$ cat src/rtl/console_tap_pkg.sv
// Shared constants for the bus console tap: default decode addresses and
// the layout of the console status word returned on console reads.
package console_tap_pkg;

  localparam logic [31:0] DEFAULT_CONSOLE_ADDR = 32'h0000_0000;
  localparam logic [31:0] DEFAULT_TOHOST_ADDR  = 32'h0000_0FF0;

  // Console status word: {reserved, FIFO depth, current fill count}
  typedef struct packed {
    logic [15:0] rsvd;
    logic [7:0]  depth;
    logic [7:0]  count;
  } status_t;

  function automatic logic [31:0] pack_status(input logic [7:0] depth,
                                              input logic [7:0] count);
    status_t s;
    s.rsvd  = '0;
    s.depth = depth;
    s.count = count;
    return s;
  endfunction

endpackage

$ cat src/rtl/char_fifo.sv
// Circular character FIFO. Push is refused while full (full is registered);
// pop is ignored while empty. Storage is not reset, only pointers/count.
// Handshake: an entry moves out when valid & pop; an entry moves in when
// push & ~full, both evaluated at the rising CLK edge.
module char_fifo #(
  parameter int DEPTH = 16
) (
  input  logic                     CLK,
  input  logic                     nRST,
  input  logic                     push,
  input  logic [7:0]               push_data,
  output logic                     full,
  input  logic                     pop,
  output logic                     valid,
  output logic [7:0]               data,
  output logic [$clog2(DEPTH):0]   count
);

  localparam int AW = $clog2(DEPTH);
  localparam int CW = AW + 1;

  logic [AW-1:0] wr_ptr_q, wr_ptr_d;
  logic [AW-1:0] rd_ptr_q, rd_ptr_d;
  logic [CW-1:0] count_q, count_d;
  logic [7:0]    mem_q [DEPTH];
  logic [7:0]    mem_d [DEPTH];
  logic          push_ok;
  logic          pop_ok;

  assign full    = (count_q == CW'(DEPTH));
  assign valid   = (count_q != '0);
  assign data    = mem_q[rd_ptr_q];
  assign count   = count_q;
  assign push_ok = push & ~full;
  assign pop_ok  = pop & valid;

  // Next-state for storage, pointers (natural wrap) and fill count
  always_comb begin
    mem_d    = mem_q;
    wr_ptr_d = wr_ptr_q;
    rd_ptr_d = rd_ptr_q;
    count_d  = count_q;
    if (push_ok) begin
      mem_d[wr_ptr_q] = push_data;
      wr_ptr_d        = wr_ptr_q + AW'(1);
    end
    if (pop_ok) begin
      rd_ptr_d = rd_ptr_q + AW'(1);
    end
    case ({push_ok, pop_ok})
      2'b10:   count_d = count_q + CW'(1);
      2'b01:   count_d = count_q - CW'(1);
      default: count_d = count_q;
    endcase
  end

  // Pointer and count registers, cleared asynchronously
  always_ff @(posedge CLK or negedge nRST) begin
    if (!nRST) begin
      wr_ptr_q <= '0;
      rd_ptr_q <= '0;
      count_q  <= '0;
    end else begin
      wr_ptr_q <= wr_ptr_d;
      rd_ptr_q <= rd_ptr_d;
      count_q  <= count_d;
    end
  end

  // Character storage, deliberately not reset
  always_ff @(posedge CLK) begin
    mem_q <= mem_d;
  end

endmodule

$ cat src/rtl/bus_console_tap.sv
// Generic-bus tap between the core and RAM. Console writes go to a
// character FIFO drained on char_*; console reads return FIFO status.
// Optional tohost register enabled by CONSOLE_TAP_TOHOST_EN.
// Core handshake: a request (m_ren or m_wen) completes in the cycle where
// m_busy is 0; tap-local accesses complete combinationally, RAM accesses
// follow s_busy. m_busy is 1 when no strobe is present.
module bus_console_tap
  import console_tap_pkg::*;
#(
  parameter logic [31:0] CONSOLE_ADDR = DEFAULT_CONSOLE_ADDR,
  parameter logic [31:0] TOHOST_ADDR  = DEFAULT_TOHOST_ADDR,
  parameter int          FIFO_DEPTH   = 16
) (
  input  logic        CLK,
  input  logic        nRST,
  input  logic [31:0] m_addr,
  input  logic [31:0] m_wdata,
  input  logic        m_ren,
  input  logic        m_wen,
  input  logic [3:0]  m_byte_en,
  output logic [31:0] m_rdata,
  output logic        m_busy,
  output logic [31:0] s_addr,
  output logic [31:0] s_wdata,
  output logic        s_ren,
  output logic        s_wen,
  output logic [3:0]  s_byte_en,
  input  logic [31:0] s_rdata,
  input  logic        s_busy,
  output logic        char_valid,
  output logic [7:0]  char_data,
  input  logic        char_ready,
  output logic        done,
  output logic [31:0] done_code
);

  logic                        hit_con;
  logic                        hit_th;
  logic                        th_sel;
  logic                        hit_any;
  logic                        con_push;
  logic                        fifo_full;
  logic [$clog2(FIFO_DEPTH):0] fifo_count;

  assign hit_con  = (m_addr == CONSOLE_ADDR);
  assign th_sel   = hit_th & ~hit_con;
  assign hit_any  = hit_con | hit_th;
  assign con_push = m_wen & hit_con;

  char_fifo #(.DEPTH(FIFO_DEPTH)) u_fifo (
    .CLK       (CLK),
    .nRST      (nRST),
    .push      (con_push),
    .push_data (m_wdata[31:24]),
    .full      (fifo_full),
    .pop       (char_ready),
    .valid     (char_valid),
    .data      (char_data),
    .count     (fifo_count)
  );

`ifdef CONSOLE_TAP_TOHOST_EN
  logic        done_q, done_d;
  logic [31:0] done_code_q, done_code_d;

  assign hit_th = (m_addr == TOHOST_ADDR);

  // Capture tohost writes; done is sticky until reset
  always_comb begin
    done_d      = done_q;
    done_code_d = done_code_q;
    if (m_wen && th_sel) begin
      done_d      = 1'b1;
      done_code_d = m_wdata;
    end
  end

  // Tohost registers
  always_ff @(posedge CLK or negedge nRST) begin
    if (!nRST) begin
      done_q      <= 1'b0;
      done_code_q <= '0;
    end else begin
      done_q      <= done_d;
      done_code_q <= done_code_d;
    end
  end

  assign done      = done_q;
  assign done_code = done_code_q;
`else
  // Tohost decode disabled; the compare only keeps the address parameter live
  assign hit_th    = (m_addr == TOHOST_ADDR) & 1'b0;
  assign done      = 1'b0;
  assign done_code = '0;
`endif

  // Request decode and response mux; write wins when both strobes are high
  always_comb begin
    s_addr    = m_addr;
    s_wdata   = m_wdata;
    s_byte_en = m_byte_en;
    s_ren     = m_ren & ~hit_any;
    s_wen     = m_wen & ~hit_any;
    m_rdata   = s_rdata;
    m_busy    = s_busy;
    if (!m_ren && !m_wen) begin
      m_busy = 1'b1;
    end else if (m_wen) begin
      if (hit_con) begin
        m_busy = fifo_full;
      end else if (th_sel) begin
        m_busy = 1'b0;
      end
    end else begin
      if (hit_con) begin
        m_busy  = 1'b0;
        m_rdata = pack_status(8'(FIFO_DEPTH), 8'(fifo_count));
      end else if (th_sel) begin
        m_busy  = 1'b0;
        m_rdata = done_code;
      end
    end
  end

endmodule
$ cat config.mk
export PLATFORM = sky130hd
export DESIGN_NAME = bus_console_tap
export DESIGN_NICKNAME = d
export VERILOG_FILES = /design/src/rtl/console_tap_pkg.sv /design/src/rtl/char_fifo.sv /design/src/rtl/bus_console_tap.sv
export SDC_FILE = /design/constraint.sdc
export NUM_CORES = 1
export LEC_CHECK = 0
export BUFFER_PORTS_ARGS = -buffer_cell sky130_fd_sc_hd__buf_2
export CAP_MARGIN = 25
export CORE_ASPECT_RATIO = 1.4
export CORE_MARGIN = 10
export CORE_UTILIZATION = 23
export CTS_CLUSTER_DIAMETER = 40
export DETAILED_ROUTE_END_ITERATION = 12
export PLACE_DENSITY = 0.55
export SKIP_LAST_GASP = 1
export SYNTH_ARGS = -nofsm -noshare
export SYNTH_HDL_FRONTEND = slang
export SYNTH_SLANG_ARGS = --single-unit
$ cat constraint.sdc
create_clock -name CLK -period 3 [get_ports CLK]
set_input_delay 0.45 -clock CLK [delete_from_list [all_inputs] [get_ports CLK]]
set_output_delay 0.45 -clock CLK [all_outputs]
set_load 0.02 [all_outputs]
Word-level counts from Yosys, hierarchy flattened

Index checks and enable logic that the tools add are counted.

Input port bits: 106
Register bits after elaboration: 141
Word-level logic and storage cells: 59

Bitwise operators: 9
Equal/unequal tests: 3
Reduce and logical (&&, ||, !) cells: 7
$add $sub $neg: 4
Mux-type cells: 14
Magnitude comparators: 3

Operators by type and width:

| operator                                                              | number |
|---|---|
| 128-bit bitwise mux                                                   | 1 |
| 32-bit 2-to-1 mux                                                     | 3 |
| 8-bit binary-select mux with 4-bit select                             | 1 |
| 8-bit demux with 4-bit select                                         | 1 |
| 32-bit zero test                                                      | 1 |
| 8-bit 2-to-1 mux                                                      | 3 |
| 5-bit >= comparator, second input constant                            | 2 |
| 4-bit NOT with 5-bit output                                           | 2 |
| 5-bit case mux with 2 select lines                                    | 1 |
| 4-bit by 1-bit adder with 4-bit output, second input constant         | 2 |
| 5-bit by 1-bit adder with 5-bit output, second input constant         | 1 |
| 1-bit AND                                                             | 5 |
| 5-bit equality test, second input constant                            | 1 |
| 5-bit by 1-bit < comparator with 1-bit output, second input constant  | 1 |
| 5-bit nonzero test                                                    | 1 |
| 5-bit by 1-bit subtractor with 5-bit output, second input constant    | 1 |
| 1-bit 2-to-1 mux                                                      | 4 |
| 2-bit by 1-bit equality test with 1-bit output, second input constant | 1 |
| 2-bit equality test, second input constant                            | 1 |
| 1-bit logical AND                                                     | 2 |
| 1-bit zero test                                                       | 2 |
| 1-bit NOT                                                             | 2 |
| 2-bit nonzero test                                                    | 1 |

Logic depth before layout (Yosys ltp)

Depth in word-level cells: 6
Mapped depth: 14
Mapped depth without buffers: 11

Modules after synthesis

From an unflattened synthesis, not the netlist that was laid out.

Cell total of the unflattened synthesis: 477
Area, all modules: 6906.6 um^2

Modules (own cells, without submodules):

| module          | cells each | area each (um^2) | instances |
|---|---|---|---|
| char_fifo       | 319        | 5768.0           | 1 |
| bus_console_tap | 158        | 1138.6           | 1 |

Least setup slack after synthesis

Ideal clock, no wire load.

Path type: input to register
Start point: in m_addr[16]
End point: reg u_fifo.count_q[4], in the netlist u_fifo.count[4]
Cell stages on the path: 13
Library setup time: 0.123 ns
Path slack: -0.015 ns
Data arrival time: 2.892 ns
Cell sequence: nor4_1 nand4_2 nor3_4 buf_2 inv_1 ha_1 clkbuf_1 xor2_1 ha_1 o211a_1 o31ai_1 a31oi_1 xnor2_1

Longest elaborated chain between the ends: 5

RTL lines:

| element                                                                               | line                  | text |
|---|---|---|
| start, declared                                                                       | bus_console_tap.sv:16 | `input logic [31:0] m_addr,` |
| 32-bit zero test (*)                                                                  | bus_console_tap.sv:45 | `assign hit_con = (m_addr == CONSOLE_ADDR);` |
| 1-bit AND (*)                                                                         | bus_console_tap.sv:48 | `assign con_push = m_wen & hit_con;` |
| 1-bit AND (*)                                                                         | char_fifo.sv:34       | `assign push_ok = push & ~full;` |
| 2-bit by 1-bit equality test with 1-bit output or 2-bit equality test (tied branches) | char_fifo.sv:50       | `case ({push_ok, pop_ok})` |
| 5-bit case mux with 2 select lines or 2-bit nonzero test (tied branches)              | -                     |  |
| end signal, assigned                                                                  | char_fifo.sv:66       | `count_q <= count_d;` |
| end, declared                                                                         | char_fifo.sv:24       | `logic [CW-1:0] count_q, count_d;` |

Every way passes the cells marked *; elsewhere a longest branch is shown, timed or not.
A chain may end at the register's enable or synchronous reset.

Worst setup path in the final report

Start point: reg u_fifo.rd_ptr_q[0]
End point: out char_data[2]

Longest elaborated chain between the ends: 4

RTL lines:

| element                                              | line                  | text |
|---|---|---|
| start, declared                                      | char_fifo.sv:23       | `logic [AW-1:0] rd_ptr_q, rd_ptr_d;` |
| start signal, assigned                               | char_fifo.sv:65       | `rd_ptr_q <= rd_ptr_d;` |
| 4-bit NOT with 5-bit output (not written as such)    | char_fifo.sv:32       | `assign data = mem_q[rd_ptr_q];` |
| 8-bit binary-select mux with 4-bit select            | char_fifo.sv:32       |  |
| 8-bit 2-to-1 mux (not written as such) (2 in series) | char_fifo.sv:32       |  |
| end, declared                                        | bus_console_tap.sv:31 | `output logic [7:0] char_data,` |

No other way between the ends. The select of a mux whose other input is x is not followed.

==> flow_metrics.py <==
metrics = {
    "synthesis": {
        "ys_ff_latch": 141,
        "yosys.area.top_type": "edfxtp_1",
        "synth_cell_type_count": 41,
        "syn_inst": 430,
        "synth_area_um2": 6890,
        "ys_warn_count": 0,
        "yosys.area.top_type_share_pct": 55.8,
        "avgSynthCellArea_um2": 16.0,
        "ys_seq_area_share_pct": 60.5,
        "synth_area_leaders": "edfxtp_1 56%, mux4_2 13%, buf_4 11%",
    },
    "pwr": {
        "peakVddDrop_uv": 365,
        "p_per_area_nw_per_um2": 752,
        "leakage_nw": 3.10,
    },
    "final_layout": {
        "final_cell_mix": "161 x buf_2, 128 x edfxtp_1, 40 x mux4_2",
        "multi_input_area_um2": 1960,
        "ff_latch_area_um2": 4170,
        "fin_nets": 654,
        "antennaDiodeCount": 0,
        "drive_above_1_share_pct": 47.6,
        "syn2layout_area_growth_pct": 18.4,
        "layout_commonest_cell": "buf_2",
        "stdcell_count": 932,
        "fillers": 2982,
    },
    "placement": {
        "dp_hpwl_um": 14600,
        "dp.cells": 899,
        "post-place-ws_ns": 0.0972,
        "globalplace.congestion": 0.790,
        "io_buffers": 161,
    },
    "global_route": {
        "antenna_found_initial": 0,
        "grt_pass1_vias": 4541,
        "grt_max_degree": 36,
        "grt_overflow_total": 0,
        "track_usage_pct": 10.1,
        "grt_pass1_wl_um": 28500,
    },
    "clock_network": {
        "htreeDepth": 4,
        "clock_latency_ns": 0.41,
        "cts_tree": "yes",
        "cts_made_buffers": 17,
        "cts_resized": 0,
        "clockRootBuffer": "clkbuf_16",
        "cts.sinks": 141,
        "clockBufferDepth": 2,
        "path_clk_slew_ns": 0.06,
    },
    "worst_setup_path": {
        "critPathRequiredTime_ns": 2.55,
        "worstSetupEndpointType": "output pin",
        "path_class": "flop to output pin",
        "path_max_fanout": 35,
        "start_kind": "flop",
        "arrival_ns": 2.39,
    },
    "drt": {
        "route.detailed.drc": 0,
        "first_iter_violations": 186,
        "drt_wl_total_um": 19200,
        "vias": 3890,
        "ant_nets": 0,
        "drt_pass1_iterations": 4,
        "via_per_inst": 4.17,
        "wl_per_cell_um": 20.6,
    },
    "timing": {
        "grt_setup_unrepaired": "false",
        "period_needed_ns": 2.84,
        "worst_slew_pin_slew_ns": 0.647,
        "setup_violations": 0,
        "drv_slew": 0,
        "relSlewSlack_pct": 56.9,
        "fmax_ghz": 0.352,
        "finalCritPeriodShare_pct": 94.6,
        "tns_ns": 0,
        "hold_ws_ns": 0.428,
        "skew_ns": 0.00664,
        "finalWorstSetupSlack_ns": 0.162,
        "finalHoldViolations": 0,
    },
    "die": {
        "coreArea_um2": 29400,
        "die_y_um": 225,
        "die_w_um": 166,
        "ios": 251,
        "fp.dieArea_um2": 37400,
        "num_rows": 74,
        "initial_utilization_pct": 23.5,
    },
    "min_path": {
        "hp-class": "input pin to flop",
    },
    "job": {
        "maxCapViolations": 0,
    },
    "status": {
        "status": "finished, final reports clean",
    },
}
final timing paths:
kind,startpoint,endpoint,slack [ns],depth (start not counted)
max reg2reg,u_fifo.count[0],u_fifo.count[4],0.45,12
max in group asynchronous,nRST,u_fifo.rd_ptr_q[0],2.17,2
max,u_fifo.rd_ptr_q[0],char_data[2],0.16,4
min in group asynchronous,nRST,u_fifo.count[2],0.54,2
min,m_wdata[28],u_fifo.mem_q[108],0.43,1
min reg2reg,u_fifo.count[0],u_fifo.count[0],0.61,1
logic make-up (layout without fill, tap and decap cells):
group,count (synthesis),after routing,share of synthesized area (%)
flops,141,141,60.5
buf+inv,128,218,12.8
simple gates,77,77,7.80
mux,48,48,14.4
compound gates,15,15,1.45
xor+xnor,11,11,1.40
fa+ha+maj,9,9,1.63
other cells,1,33,0.0544
repair_timing:
item	CTS	global route
setup buffers	0	0
endpoints found under the hold margin	13	0
hold buffers	1	0
metal layers:
metal,global-route usage [%],part of all wire [%]
met3,4.62,9.7
met4,2.53,1.0
met2,18.1,52
met5,0,0
met1,10.5,37
cell usage after synthesis:
library cell / number
mux2_1: 3
a21boi_1: 1
mux4_2: 40
nor4_2: 5
o211a_1: 1
xnor2_1: 5
nor3_4: 1
buf_6: 1
nor2b_1: 29
o221ai_1: 1
nand3_1: 2
and3b_1: 1
edfxtp_1: 128
buf_4: 104
nand2_1: 2
o21ai_0: 4
and2_1: 2
or2_2: 2
nor4_4: 1
a311oi_1: 1
nand2b_1: 1
ha_1: 9
nor2_1: 7
nand4_2: 2
a21o_1: 1
dfrtp_1: 13
o31ai_1: 1
mux2_2: 5
and4_1: 4
a21oi_1: 3
a31oi_1: 1
and3_1: 11
buf_2: 4
inv_1: 8
nor4_1: 6
clkbuf_1: 6
xor2_1: 6
conb_1: 1
a32oi_1: 1
nand4_1: 1
buf_1: 5
per-stage QoR:
step           instance area (um2)  utilization, %  power [mW]
6_report                      8160            27.8        6.14
5_1_grt                       8160            27.8        6.46
4_1_cts                       8160            27.8        6.24
3_5_place_dp                  7590            25.9        4.24
3_3_place_gp                  7590            25.9        4.24
2_1_floorplan                 7010               -        3.76
registers in the layout (all words and copies together) (netlist names):
register	count
u_fifo.wr_ptr_q	4
u_fifo.mem_q	128
u_fifo.count	5
u_fifo.rd_ptr_q	4
power breakdown:
group	switching (mW)	total [mW]	internal, mW
combinational	0.934	1.81	0.878
sequential	0.130	2.34	2.21
clock	0.838	1.99	1.16
total	1.90	6.14	4.24
worst max-delay path, stage by stage (launching register included):
cell and delay (ns):
dfrtp_2 0.37, buf_12 0.27, mux4_2 0.58, mux4_2 0.53, buf_2 0.19
layout make-up:
cell class / count / area share [%]
inverter: 8 / 0.368
multi-input combinational: 193 / 24.0
sequential: 141 / 51.1
tap: 380 / 5.82
clock buffer: 18 / 5.26
clock inverter: 14 / 1.67
timing repair buffer: 178 / 11.8
(Power assumes the default switching activity.)
